## src/rtl/vga_driver.sv

```systemverilog
// vga_driver: 640x480@60 VGA timing generator with pixel request/position
// outputs and an RGB565 output gate.
// Optional build macro VGA_TEST_PATTERN_EN replaces pixel_data with eight
// full-scale vertical colour bars inside the active window.
module vga_driver #(
  parameter int unsigned H_SYNC  = 96,
  parameter int unsigned H_BACK  = 48,
  parameter int unsigned H_DISP  = 640,
  parameter int unsigned H_FRONT = 16,
  parameter int unsigned V_SYNC  = 2,
  parameter int unsigned V_BACK  = 33,
  parameter int unsigned V_DISP  = 480,
  parameter int unsigned V_FRONT = 10
) (
  input  logic        vga_clk,
  input  logic        sys_rst_n,
  input  logic [15:0] pixel_data,
  output logic        vga_hs,
  output logic        vga_vs,
  output logic        vga_en,
  output logic [15:0] vga_rgb,
  output logic        data_req,
  output logic [9:0]  pixel_xpos,
  output logic [9:0]  pixel_ypos,
  output logic        frame_start,
  output logic [7:0]  frame_cnt
);

  localparam logic [9:0] H_LAST    = 10'(H_SYNC + H_BACK + H_DISP + H_FRONT - 1);
  localparam logic [9:0] V_LAST    = 10'(V_SYNC + V_BACK + V_DISP + V_FRONT - 1);
  localparam logic [9:0] H_SYNC_W  = 10'(H_SYNC);
  localparam logic [9:0] V_SYNC_W  = 10'(V_SYNC);
  localparam logic [9:0] H_ACT_BEG = 10'(H_SYNC + H_BACK);
  localparam logic [9:0] H_ACT_END = 10'(H_SYNC + H_BACK + H_DISP);
  localparam logic [9:0] H_REQ_BEG = 10'(H_SYNC + H_BACK - 1);
  localparam logic [9:0] H_REQ_END = 10'(H_SYNC + H_BACK + H_DISP - 1);
  localparam logic [9:0] V_ACT_BEG = 10'(V_SYNC + V_BACK);
  localparam logic [9:0] V_ACT_END = 10'(V_SYNC + V_BACK + V_DISP);

  logic [9:0] h_cnt;
  logic [9:0] v_cnt;
  logic       h_end;
  logic       v_end;
  logic       v_win;

  assign h_end = (h_cnt == H_LAST);
  assign v_end = (v_cnt == V_LAST);

  // Horizontal counter: free-running over the whole line.
  always_ff @(posedge vga_clk or negedge sys_rst_n) begin
    if (!sys_rst_n)  h_cnt <= '0;
    else if (h_end)  h_cnt <= '0;
    else             h_cnt <= h_cnt + 10'd1;
  end

  // Vertical counter: advances on the last pixel of each line.
  always_ff @(posedge vga_clk or negedge sys_rst_n) begin
    if (!sys_rst_n) v_cnt <= '0;
    else if (h_end) v_cnt <= v_end ? '0 : v_cnt + 10'd1;
  end

  // Frame wrap pulse and completed-frame counter.
  always_ff @(posedge vga_clk or negedge sys_rst_n) begin
    if (!sys_rst_n) begin
      frame_start <= 1'b0;
      frame_cnt   <= '0;
    end else begin
      frame_start <= h_end && v_end;
      if (h_end && v_end) frame_cnt <= frame_cnt + 8'd1;
    end
  end

  // Sync, window and position decodes straight from the counters.
  always_comb begin
    vga_hs     = (h_cnt >= H_SYNC_W);
    vga_vs     = (v_cnt >= V_SYNC_W);
    v_win      = (v_cnt >= V_ACT_BEG) && (v_cnt < V_ACT_END);
    vga_en     = v_win && (h_cnt >= H_ACT_BEG) && (h_cnt < H_ACT_END);
    data_req   = v_win && (h_cnt >= H_REQ_BEG) && (h_cnt < H_REQ_END);
    pixel_xpos = data_req ? h_cnt - H_REQ_BEG : '0;
    pixel_ypos = data_req ? v_cnt - V_ACT_BEG : '0;
  end

`ifdef VGA_TEST_PATTERN_EN
  logic [9:0]  col;
  logic [2:0]  bar;
  logic [15:0] bar_rgb;
  logic        unused_pixel_data;

  assign unused_pixel_data = ^pixel_data;

  // Bar index found by threshold compares rather than a divider.
  always_comb begin
    col = h_cnt - H_ACT_BEG;
    bar = '0;
    for (int unsigned i = 1; i < 8; i++) begin
      if (col >= 10'(i * (H_DISP / 8))) bar = 3'(i);
    end
    case (bar)
      3'd0:    bar_rgb = 16'hFFFF;
      3'd1:    bar_rgb = 16'hFFE0;
      3'd2:    bar_rgb = 16'h07FF;
      3'd3:    bar_rgb = 16'h07E0;
      3'd4:    bar_rgb = 16'hF81F;
      3'd5:    bar_rgb = 16'hF800;
      3'd6:    bar_rgb = 16'h001F;
      default: bar_rgb = 16'h0000;
    endcase
    vga_rgb = vga_en ? bar_rgb : '0;
  end
`else
  // Display data arrives one cycle after its request, aligned with vga_en.
  always_comb begin
    vga_rgb = vga_en ? pixel_data : '0;
  end
`endif

endmodule

```

## config.mk

```make
export PLATFORM = sky130hd
export DESIGN_NAME = vga_driver
export DESIGN_NICKNAME = d
export VERILOG_FILES = /design/src/rtl/vga_driver.sv
export SDC_FILE = /design/constraint.sdc
export NUM_CORES = 1
export LEC_CHECK = 0
export ABC_AREA = 1
export BUFFER_PORTS_ARGS = -buffer_cell sky130_fd_sc_hd__buf_2
export CAP_MARGIN = 20
export CORE_AREA = 2 2 87 72
export CTS_CLUSTER_SIZE = 8
export DETAILED_ROUTE_END_ITERATION = 7
export DIE_AREA = 0 0 89 74
export PLACE_DENSITY = 0.73
export SLEW_MARGIN = 10
export SYNTH_ARGS = -nofsm -noshare
export SYNTH_HDL_FRONTEND = slang
export SYNTH_SLANG_ARGS = --single-unit
```

## constraint.sdc

```tcl
create_clock -name vga_clk -period 2.2 [get_ports vga_clk]
set_input_delay 0.33 -clock vga_clk [delete_from_list [all_inputs] [get_ports vga_clk]]
set_output_delay 0.33 -clock vga_clk [all_outputs]
set_load 0.01 [all_outputs]
```

==> flow_metrics.py <==
metrics = {
    "detailed_routing": {
        "drc": 0,
        "ant_nets": 0,
        "drt-wirelength-per-cell_um": 11.90,
        "finalWirelength_um": 6055,
        "vias": 2411,
        "viasPerCell": 4.737,
        "dr.pass1.iters": 4,
        "drt_iter0_markers": 99,
    },
    "grt": {
        "grt_start_max_net_pins": 30,
        "grt_overflow": 0,
        "grt_pass1_wl_um": 9459,
        "grt_usage_pct": 18.33,
        "grt_pass1_vias": 2167,
        "antenna_found_initial": 0,
    },
    "worst_setup_path": {
        "required_ps": 1870,
        "r2r_start": "h_cnt[1]",
        "cp-start-kind": "flip-flop",
        "cp-end-kind": "output pin",
        "crit_fanout": 5,
        "crit_arrival_ps": 1890,
        "path_class": "flip-flop to output pin",
        "critical_path.startpoint": "h_cnt[1]",
    },
    "power_and_ir_drop": {
        "p_clk_share_pct": 44.1,
        "internal_power_uw": 793.9,
        "p_switching_uw": 223.2,
        "power_density_mw_per_mm2": 293.2,
        "combPwrFrac_pct": 3.5,
        "peakVddDrop_v": 0.0003833,
        "sw_frac_of_total_pct": 21.94,
        "power_frac_seq_pct": 52.4,
        "p_leak_nw": 1.877,
    },
    "timing": {
        "slew-limit-headroom_pct": 57.75,
        "max_freq_mhz": 450.7,
        "worst_slack_ps": -18.91,
        "tightest_slew_ps": 633.8,
        "drv_slew": 0,
        "hold_viol": 0,
        "period_needed_ps": 2219,
        "post-route-period-util_pct": 100.9,
        "grt_setup_unrepaired": "true",
        "setup-tns-final_ps": -22.59,
        "finalSetupViolCount": 2,
        "clock_skew_ps": 4.617,
    },
    "yosys": {
        "syn_area_sq_mm": 0.002505,
        "synth_cell_types": 34,
        "async_flop_share_pct": 100.0,
        "synth_fp_nets": 360,
        "ys_seq_area_share_pct": 28.97,
        "synth_cells": 336,
        "synth-main-ff-cell": "dfrtp_1",
        "synth_edf_count": 0,
        "yosys_warnings": 0,
        "ys_ff_latch": 29,
        "syn_area_per_cell_sq_um": 7.455,
    },
    "clocking": {
        "clock_sinks": 29,
        "insertion_delay_ps": 280,
        "clockRootBuffer": "clkbuf_8",
        "htree_levels": 2,
        "clk_path_buf_depth": 2,
        "numCtsBuffers": 5,
        "path_clk_slew_ps": 60,
        "tritoncts": "done",
        "cts_hold_buf": 0,
    },
    "floorplan": {
        "die_area_sq_mm": 0.006586,
        "start_util_pct": 43.52,
        "coreArea_sq_mm": 0.005756,
        "die_w_um": 89,
        "rows": 25,
        "io_pins": 67,
        "die_h_um": 74,
    },
    "place": {
        "place_congestion": 0.9513,
        "io_buffers": 66,
        "place_inst": 482,
        "dpl.hpwl_um": 4386,
    },
    "final_layout": {
        "final_cell_mix": "75 x nand2_1, 47 x buf_2, 41 x inv_1",
        "mostFrequentLayoutCell": "nand2_1",
        "layout.nets": 452,
        "drive_above_1_share_pct": 42.99,
        "area_delta_synth_final_pct": 38.51,
        "num_antenna_cells": 0,
        "fin_cells": 509,
    },
    "status": {
        "status": "finished, violations left",
        "failed_checks": "setup timing",
    },
    "run": {
        "drv_cap": 0,
    },
    "hold_path": {
        "hold_class": "input port to async pin",
    },
}
[synth_stat cells, types with 2 or more instances]
library cell  number  area share [%]
nand2_1           77              12
inv_1             42             6.3
nor2_1            38             5.7
dfrtp_1           29              29
nand3_1           21             4.2
nor2_2            21             5.2
nor2_4            19             8.5
xor2_1            13             4.5
nand4_1           10             2.5
inv_2              9             1.3
buf_6              8             3.6
o21ai_0            8             1.6
xnor2_1            7             2.4
ha_1               6             3.0
nand2_2            6             1.5
a21oi_1            2            0.40
nand2_4            2            0.90
o21ai_2            2            0.70
[state kept, by name, summed over array words and instances, names as in the netlist]
name / count
frame_cnt: 8
h_cnt: 10
v_cnt: 10
frame_start: 1
[layout make-up]
| cell class | count | area [sq um] |
|---|---|---|
| Inverter | 52 | 200.2 |
| Timing Repair Buffer | 94 | 729.5 |
| Tap cell | 81 | 101.3 |
| Fill cell | 548 | 2286 |
| Clock buffer | 7 | 86.33 |
| Multi-Input combinational cell | 246 | 1615 |
| Sequential cell | 29 | 737.0 |
[critical path: stages, from the launching register on]
cell	delay (ps)
dfrtp_1	410
ha_4	170
nand2_4	60
inv_4	70
nand2_4	60
nor2_4	120
nor2_2	50
nor2_2	150
nand2_4	130
clkbuf_16	190
nor2_2	70
buf_2	130
[metal layers]
layer,wire [um],global-route usage [%],vias to the layer above
met5,0,0,-
li1,-,-,1220
met4,115,6.468,0
met1,2732,23.40,1127
met3,266,3.774,9
met2,2941,31.09,55
[kinds of logic (layout without fill, tap and decap cells)]
group | after synthesis | after routing | synth area share, %
and+or+nand+nor | 201 | 202 | 43.56
AOI/OAI and AO/OA | 17 | 17 | 4.446
xor gates and xnor gates | 21 | 21 | 7.643
DFF | 29 | 29 | 28.97
buffers and inverters | 62 | 153 | 12.39
adders and majority gates | 6 | 6 | 2.997
[power groups by stage]
stage                     Combinational, mW  Sequential (mW)  Clock (mW)
after floorplan                      0.0102            0.543           0
after global placement               0.0351            0.543           0
after detailed placement             0.0357            0.543           0
after CTS                            0.0359            0.533       0.461
after global routing                 0.0410            0.533       0.487
final                                0.0351            0.533       0.449
[metrics by stage]
stage | cell area, sq um | hold WS [ps] | setup WS (ps) | utilization, % | total power [mW]
floorplan | 2505 | 34.41 | 370.4 | - | 0.5534
detailed placement | 2889 | 399.8 | 191.0 | 50.20 | 0.5788
CTS | 3163 | 90.49 | -8.744 | 54.96 | 1.030
global route | 3470 | 128.6 | -116.4 | 60.28 | 1.060
finish | 3470 | 60.68 | -18.91 | 60.28 | 1.017
global placement | 2889 | 402.8 | 237.8 | 50.20 | 0.5782
[worst paths after layout]
kind                            endpoint  slack [ps]  cells past startpoint
max                        pixel_xpos[7]         -20                     11
min                             h_cnt[4]          60                      1
max reg2reg                     v_cnt[2]         440                      9
min reg2reg                 frame_cnt[1]         540                      2
max in group asynchronous       v_cnt[2]        1680                      1
min in group vga_clk        frame_cnt[1]         540                      2
[timing repair]
item                       in CTS  in global routing
buffers inserted                8                  9
setup endpoints to repair      38                 38
gates cloned                    2                  1
resized for setup              20                 44
pin swaps                       4                  6
Note: power is estimated with default switching activity, not from simulation.
